--- src/rtl/shared_dmem_responder_pkg.sv ---
// Shared types, defaults and the rotating-index helper for the data-memory responder.
package shared_dmem_responder_pkg;
  localparam int DEF_NUM_CORES = 4;
  localparam int DEF_AW        = 8;
  localparam int DEF_DW        = 8;
  localparam int GW            = 3;

  typedef enum logic [1:0] {S_IDLE, S_ISSUE, S_WAIT, S_RESP} state_t;

  // base < n and step <= n, so a single wrap is enough.
  function automatic int rr_offset(input int base, input int step, input int n);
    int s;
    s = base + step;
    if (s >= n) s = s - n;
    return s;
  endfunction
endpackage

--- src/rtl/shared_dmem_responder_rr_arbiter.sv ---
// Combinational rotating-priority select: first requester after ptr, scanning upward modulo NUM_CORES.
module shared_dmem_responder_rr_arbiter
  import shared_dmem_responder_pkg::*;
#(
  parameter int NUM_CORES = DEF_NUM_CORES
) (
  input  logic [NUM_CORES-1:0] req,
  input  logic [GW-1:0]        ptr,
  output logic [GW-1:0]        winner,
  output logic                 valid
);

  // Scan from the farthest offset down so the nearest requester overwrites last.
  always_comb begin
    winner = '0;
    valid  = 1'b0;
    for (int step = NUM_CORES; step >= 1; step--) begin
      for (int j = 0; j < NUM_CORES; j++) begin
        if (j == rr_offset(int'(ptr), step, NUM_CORES) && req[j]) begin
          winner = GW'(j);
          valid  = 1'b1;
        end
      end
    end
  end

endmodule

--- src/rtl/shared_dmem_responder.sv ---
// Round-robin responder: serves one core at a time against a single-port synchronous RAM,
// returning registered read data and a one-cycle ack to the granted core.
module shared_dmem_responder
  import shared_dmem_responder_pkg::*;
#(
  parameter int NUM_CORES = DEF_NUM_CORES,
  parameter int AW        = DEF_AW,
  parameter int DW        = DEF_DW
) (
  input  logic                    CLK,
  input  logic                    RSTn,
  input  logic [NUM_CORES-1:0]    core_req,
  input  logic [NUM_CORES-1:0]    core_we,
  input  logic [NUM_CORES*AW-1:0] core_addr,
  input  logic [NUM_CORES*DW-1:0] core_wdata,
  output logic [NUM_CORES*DW-1:0] core_rdata,
  output logic [NUM_CORES-1:0]    core_ack,
  output logic                    ram_en,
  output logic                    ram_we,
  output logic [AW-1:0]           ram_addr,
  output logic [DW-1:0]           ram_wdata,
  input  logic [DW-1:0]           ram_rdata,
  output logic                    busy,
  output logic [GW-1:0]           grant_id
);

  state_t         state, state_nxt;
  logic [GW-1:0]  ptr, grant;
  logic           lat_we;
  logic [AW-1:0]  lat_addr;
  logic [DW-1:0]  lat_wdata;
  logic [GW-1:0]  arb_win;
  logic           arb_vld;
  logic           sel_we;
  logic [AW-1:0]  sel_addr;
  logic [DW-1:0]  sel_wdata;

  shared_dmem_responder_rr_arbiter #(.NUM_CORES(NUM_CORES)) u_arb (
    .req    (core_req),
    .ptr    (ptr),
    .winner (arb_win),
    .valid  (arb_vld)
  );

  always_comb begin
    sel_we    = 1'b0;
    sel_addr  = '0;
    sel_wdata = '0;
    for (int j = 0; j < NUM_CORES; j++) begin
      if (arb_win == GW'(j)) begin
        sel_we    = core_we[j];
        sel_addr  = core_addr[j*AW +: AW];
        sel_wdata = core_wdata[j*DW +: DW];
      end
    end
  end

  always_ff @(posedge CLK) begin
    if (!RSTn) state <= S_IDLE;
    else       state <= state_nxt;
  end

  always_comb begin
    state_nxt = state;
    case (state)
      S_IDLE:  if (arb_vld) state_nxt = S_ISSUE;
      S_ISSUE: state_nxt = lat_we ? S_RESP : S_WAIT;
      S_WAIT:  state_nxt = S_RESP;
      S_RESP:  state_nxt = S_IDLE;
      default: state_nxt = S_IDLE;
    endcase
  end

  // Requests are only looked at in IDLE; the latched copy drives the whole transaction.
  always_ff @(posedge CLK) begin
    if (!RSTn) begin
      ptr        <= GW'(NUM_CORES - 1);
      grant      <= '0;
      lat_we     <= 1'b0;
      lat_addr   <= '0;
      lat_wdata  <= '0;
      core_rdata <= '0;
    end else begin
      if (state == S_IDLE && arb_vld) begin
        grant     <= arb_win;
        lat_we    <= sel_we;
        lat_addr  <= sel_addr;
        lat_wdata <= sel_wdata;
      end
      if (state == S_WAIT) begin
        for (int j = 0; j < NUM_CORES; j++) begin
          if (grant == GW'(j)) core_rdata[j*DW +: DW] <= ram_rdata;
        end
      end
      if (state == S_RESP) ptr <= grant;
    end
  end

  always_comb begin
    busy     = (state != S_IDLE);
    ram_en   = (state == S_ISSUE);
    ram_we   = (state == S_ISSUE) && lat_we;
    core_ack = '0;
    for (int j = 0; j < NUM_CORES; j++) begin
      core_ack[j] = (state == S_RESP) && (grant == GW'(j));
    end
  end

  assign grant_id  = grant;
  assign ram_addr  = lat_addr;
  assign ram_wdata = lat_wdata;

endmodule
--- config.mk ---
export PLATFORM = sky130hd
export DESIGN_NAME = shared_dmem_responder
export DESIGN_NICKNAME = d
export VERILOG_FILES = /design/src/rtl/shared_dmem_responder_pkg.sv /design/src/rtl/shared_dmem_responder_rr_arbiter.sv /design/src/rtl/shared_dmem_responder.sv
export SDC_FILE = /design/constraint.sdc
export NUM_CORES = 1
export LEC_CHECK = 0
export BUFFER_PORTS_ARGS = -buffer_cell sky130_fd_sc_hd__buf_2
export CORE_MARGIN = 1
export CORE_UTILIZATION = 47
export DETAILED_ROUTE_END_ITERATION = 10
export PLACE_DENSITY = 0.81
export SYNTH_ARGS = -nofsm -noshare
export SYNTH_HDL_FRONTEND = slang
export SYNTH_HIERARCHICAL = 1
export SYNTH_SLANG_ARGS = --single-unit
--- constraint.sdc ---
create_clock -name CLK -period 3.2 [get_ports CLK]
set_clock_uncertainty 0.1 [all_clocks]
set_input_delay 0.64 -clock CLK [delete_from_list [all_inputs] [get_ports CLK]]
set_output_delay 0.64 -clock CLK [all_outputs]
set_load 0.02 [all_outputs]
==> results.cfg, run 1 <==
[drt]
drt_iter0_drc = 75
drc = 0
vias_per_cell = 5.33
wl_per_cell_um = 14.5
ant_nets = 0
routed-via-count = 2611
wl_um = 7130
drt_first_pass_iters = 4

[critical_path]
worstPathRequired_ns = 3.33
crit_cells = 8
path_buf_inv = 1
rr_worst_depth = 8
cp_slowest_cell = mux4_1
critPathTopFamily = compound AO/OA/AOI/OAI gates
arrival_ns = 2.90
crit_path_cell_trace = and2_2, ha_1, a21oi_1, o22ai_1, a311o_1, buf_4, mux4_1, a22o_1
end_kind = register
slowest_delay_ns = 0.59
start_kind = register
worstPathMaxFanout = 18
critPathKind = register to register

[floorplanning]
start_util_pct = 49.7
die_area_um2 = 6690
dieHeight_um = 81.8
ioPinCount = 140
coreArea_um2 = 6030
row_count = 28
die-width_um = 81.8

[clocking]
cts-buffers-inserted = 9
clk_pin_slew_ns = 0.06
cts_root_buf = clkbuf_8
htreeDepth = 3
cts_setup_buffers = 0
insertion_delay_ns = 0.34
ctsResizeCount = 0
clkSinkCount = 57
cts_tree = built
max-clock-path-buffers = 2
hold_buffers = 0

[final_layout]
final_common_cell = buf_2
mostFrequentLayoutCells = 139 x buf_2, 57 x dfxtp_1, 39 x nand2_1, 22 x mux2i_1, 22 x nor2b_1
final_nets = 498
diodes = 0
fillers = 508
drive_gt1_share_pct = 43.1
area_growth_syn_to_layout_pct = 30.6

[run_status]
status = completed

[logic_synthesis]
yosys_warnings = 6
synth_edf_count = 0
synthXorXnorAreaFrac_pct = 0
ys_async_sr_fraction_pct = 0
yosysTopAreaCell = dfxtp_1
synthMuxAreaShare_pct = 21.2
synth_compound_area_share_pct = 14.5
synth_ff_type = dfxtp_1
synth_area_leaders = dfxtp_1 38%, mux2i_1 7.4%, mux4_1 7.0%, mux4_2 6.8%, a22o_1 5.3%
synthCells = 277
ys_seq_area_share_pct = 38.1
syn_area_um2 = 2990
ys_ff_latch = 57
synth_top_area_share_pct = 38.1
syn_avg_cell_area_um2 = 10.8
synthAdderAreaFrac_pct = 2.51
syn-num-nets = 365
synthSimpleGateAreaFrac_pct = 18.1
synth_top_family_by_area = multiplexers
ys_types = 50

[sta]
setup_ws_ns = 0.435
max_slew.worst_pin.slew_ns = 0.595
fin_crit_sh_pct = 86.4
min_period_ns = 2.77
hold_viol = 0
rsz0062_at_grt = false
slew_viol_final = 0
clock.fmax_mhz = 362
setup_viol_count_final = 0
slew_headroom_pct = 60.3
fin_tns_setup_ns = 0

[pwr]
p_leak_uw = 0.00177
powerDensity_nw_per_um2 = 724
power.total_uw = 2830
peakVddDrop_v = 0.000594

[global_routing]
overflow = 0
grt_usage_pct = 21.8
grt_max_degree = 43
antenna_found_initial = 0
grt_pass1_vias = 2446
grt_pass1_wl_um = 11000

[placement]
routabilityCongestion = 0.869
dpl.hpwl_um = 5350
post-place-ws_ns = 0.432
port_buffers = 139

[flow_run]
max-cap-violations = 0

[min_path]
min_path_type = register to register
min_path_cells = 2
-- cells in the mapped netlist (2+ instances only) --
master    instances
dfxtp_1          57
buf_2             5
a21oi_1           3
a21boi_1          2
nor3_1            2
inv_1             5
o21a_1            2
mux4_2            9
nor2b_1          22
o21ai_0           3
nor2_1            3
a22o_1           18
and2_1            2
ha_1              6
nor2b_2           2
nor4bb_1          4
buf_4             8
a21boi_0         17
clkbuf_1          7
nand2_1          39
mux2i_1          22
mux4_1            8
and4b_1           2
nand3_1           3
-- layer usage --
metal | track usage (%) | vias to the layer above | part of all wire, %
li1 | - | 1283 | -
met1 | 25.6 | 1203 | 42
met2 | 37.2 | 111 | 49
met3 | 6.56 | 14 | 7.5
met4 | 8.07 | 0 | 1.8
met5 | 0 | - | 0
-- final cells by class --
class | instances | area [µm²] | area share (%)
clock buffer | 11 | 141 | 3.62
clock inverter | 5 | 78.8 | 2.02
inverter | 5 | 18.8 | 0.480
multi-input combinational | 193 | 1700 | 43.6
sequential | 57 | 1140 | 29.2
tap | 75 | 93.8 | 2.40
timing repair buffer | 144 | 733 | 18.8
-- sequential cells by signal (all words and copies together) (netlist names) --
| signal | cells |
|---|---|
| grant_id | 3 |
| ram_addr | 8 |
| ptr | 3 |
| core_rdata | 32 |
| ram_wdata | 8 |
| state | 2 |
| lat_we | 1 |
-- worst min-delay path, cell delays in order, from the launching register on --
cell and delay (ns):
dfxtp_1 0.31, nand2_1 0.05, a21boi_1 0.05
-- where the power goes --
part | internal [µW] | switching [µW] | total (µW)
Sequential | 830 | 132 | 962
Combinational | 542 | 589 | 1130
Clock | 458 | 281 | 739
-- cell families (layout without fill, tap and decap cells) --
kind of cell	after synthesis	count (layout)
AND/OR/NAND/NOR	92	92
flip-flops	57	57
multiplexers	39	39
AO/OA/AOI/OAI	55	55
buffers and inverters	27	165
other	1	1
adder cells (fa/ha/maj)	6	6
-- metrics by stage --
| stage | hold WS [ns] | utilization (%) | cell area, µm² | instances |
|---|---|---|---|---|
| after floorplan | 0.340 | - | 2990 | 277 |
| after global placement | 0.339 | 61.2 | 3690 | 474 |
| after detailed placement | 0.346 | 61.2 | 3690 | 474 |
| after CTS | 0.355 | 64.9 | 3910 | 490 |
| after global routing | 0.377 | 64.9 | 3910 | 490 |
| final | 0.355 | 64.9 | 3910 | 490 |
-- worst paths after layout --
path / from / endpoint / slack [ns]
worst max-delay path: ptr[1] / ram_addr[2] / 0.43
worst min-delay path: core_rdata[7] / core_rdata[7] / 0.35
worst max register to register: ptr[1] / ram_addr[2] / 0.43
worst min register to register: core_rdata[7] / core_rdata[7] / 0.35
(Power assumes the default switching activity.)
==> run 2, diff against run 1 <==
--- a/config.mk
+++ b/config.mk
@@ -7,9 +7,9 @@
 export LEC_CHECK = 0
 export BUFFER_PORTS_ARGS = -buffer_cell sky130_fd_sc_hd__buf_2
 export CORE_MARGIN = 1
-export CORE_UTILIZATION = 47
+export CORE_UTILIZATION = 43
 export DETAILED_ROUTE_END_ITERATION = 10
-export PLACE_DENSITY = 0.81
+export PLACE_DENSITY = 0.75
 export SYNTH_ARGS = -nofsm -noshare
 export SYNTH_HDL_FRONTEND = slang
 export SYNTH_HIERARCHICAL = 1
==> results.cfg, run 2 (synthesized netlist as in run 1, its figures left out) <==
[clocking]
clkSinkCount = 57
hold_buffers = 0
max-clock-path-buffers = 2
insertion_delay_ns = 0.33
cts_root_buf = clkbuf_8
htreeDepth = 3
ctsResizeCount = 0
cts-buffers-inserted = 9
cts_tree = built
clk_pin_slew_ns = 0.07
cts_setup_buffers = 0

[pwr]
peakVddDrop_v = 0.000331
pwr-share-seq_pct = 33.2
powerDensity_nw_per_um2 = 727
pwr-share-comb_pct = 40.8
swShare_pct = 35.1
internal-power_uw = 1850
p_leak_uw = 0.00178
clkPwrFrac_pct = 26.0
p_sw_uw = 1000

[run_status]
status = completed

[drt]
routed-via-count = 2618
wl_per_cell_um = 15.0
wl_um = 7410
drt_iter0_drc = 101
ant_nets = 0
drt_first_pass_iters = 4
vias_per_cell = 5.29
drc = 0

[sta]
fin_tns_setup_ns = 0
slew_headroom_pct = 59.9
setup_viol_count_final = 0
rsz0062_at_grt = false
clock.fmax_mhz = 367
slew_viol_final = 0
fin_crit_sh_pct = 85.1
hold_viol = 0
max_slew.worst_pin.slew_ns = 0.602
min_period_ns = 2.72

[final_layout]
diodes = 0
final_common_cell = buf_2
largest_reg_flops = 32
drive_gt1_share_pct = 43.4
multiInputGateArea_um2 = 1700
area_growth_syn_to_layout_pct = 31.2
regMostFlops = core_rdata
seqCellArea_um2 = 1140
final_nets = 500
fin_cells = 495
fillers = 597
mostFrequentLayoutCells = 139 x buf_2, 57 x dfxtp_1, 39 x nand2_1, 22 x mux2i_1, 22 x nor2b_1

[critical_path]
worstPathMaxFanout = 18
critPathKind = register to register
start_kind = register
arrival_ns = 2.84
worstPathRequired_ns = 3.32
end_kind = register

[floorplanning]
coreArea_um2 = 6760
row_count = 30
dieHeight_um = 85.4
die-width_um = 85.4
start_util_pct = 44.3
die_area_um2 = 7300
ioPinCount = 140

[global_routing]
grt_max_degree = 43
grt_pass1_wl_um = 11300
antenna_found_initial = 0
grt_usage_pct = 19.6
grt_pass1_vias = 2453
overflow = 0

[flow_run]
max-cap-violations = 0

[placement]
routabilityCongestion = 0.958
port_buffers = 139
dp.cells = 481
dpl.hpwl_um = 5450

[min_path]
min_path_type = register to register
run 2: layout make-up:
cell class                      count  share of cell area, %
Timing Repair Buffer              146                   19.1
Sequential cell                    57                   29.1
Multi-Input combinational cell    193                   43.4
Clock inverter                      3                   1.66
Inverter                            5                  0.478
Clock buffer                       11                   3.85
Tap cell                           80                   2.55
run 2: worst paths after layout:
path | from | end | slack [ns] | cells past startpoint
worst min-delay path | core_rdata[7] | core_rdata[7] | 0.35 | 2
worst min register to register | core_rdata[7] | core_rdata[7] | 0.35 | 2
worst max-delay path | ptr[0] | ram_addr[2] | 0.48 | 8
worst max register to register | ptr[0] | ram_addr[2] | 0.48 | 8
run 2: through the flow:
step	hold slack (ns)	area, µm²	setup slack, ns	total power [µW]	util, %
floorplan	0.340	2990	0.743	1850	-
global placement	0.338	3710	0.518	2090	54.9
detailed placement	0.346	3710	0.453	2120	54.9
CTS	0.356	3930	0.507	2870	58.1
global route	0.384	3930	0.349	3000	58.1
finish	0.349	3930	0.477	2860	58.1
run 2: layer usage:
metal / vias to the layer above / track usage [%] / share of wire [%]
met3: 12 / 4.47 / 3.6
met2: 75 / 32.3 / 50
met1: 1245 / 24.6 / 44
li1: 1286 / - / -
met4: 0 / 8.48 / 1.7
met5: - / 0 / 0
run 2: critical path, stage by stage, from the launching register on:
cell     delay [ns]
dfxtp_1        0.53
and2_2         0.25
ha_1           0.21
a21oi_1        0.08
o22ai_1        0.13
a311o_1        0.17
buf_4          0.30
mux4_1         0.59
a22o_1         0.24
run 2: power by group through the flow:
stage	clock network, µW	logic, µW	registers, µW
CTS	752	1170	948
global route	784	1250	967
finish	741	1170	949
detailed placement	0	1160	962
global placement	0	1130	957
floorplan	0	817	1030
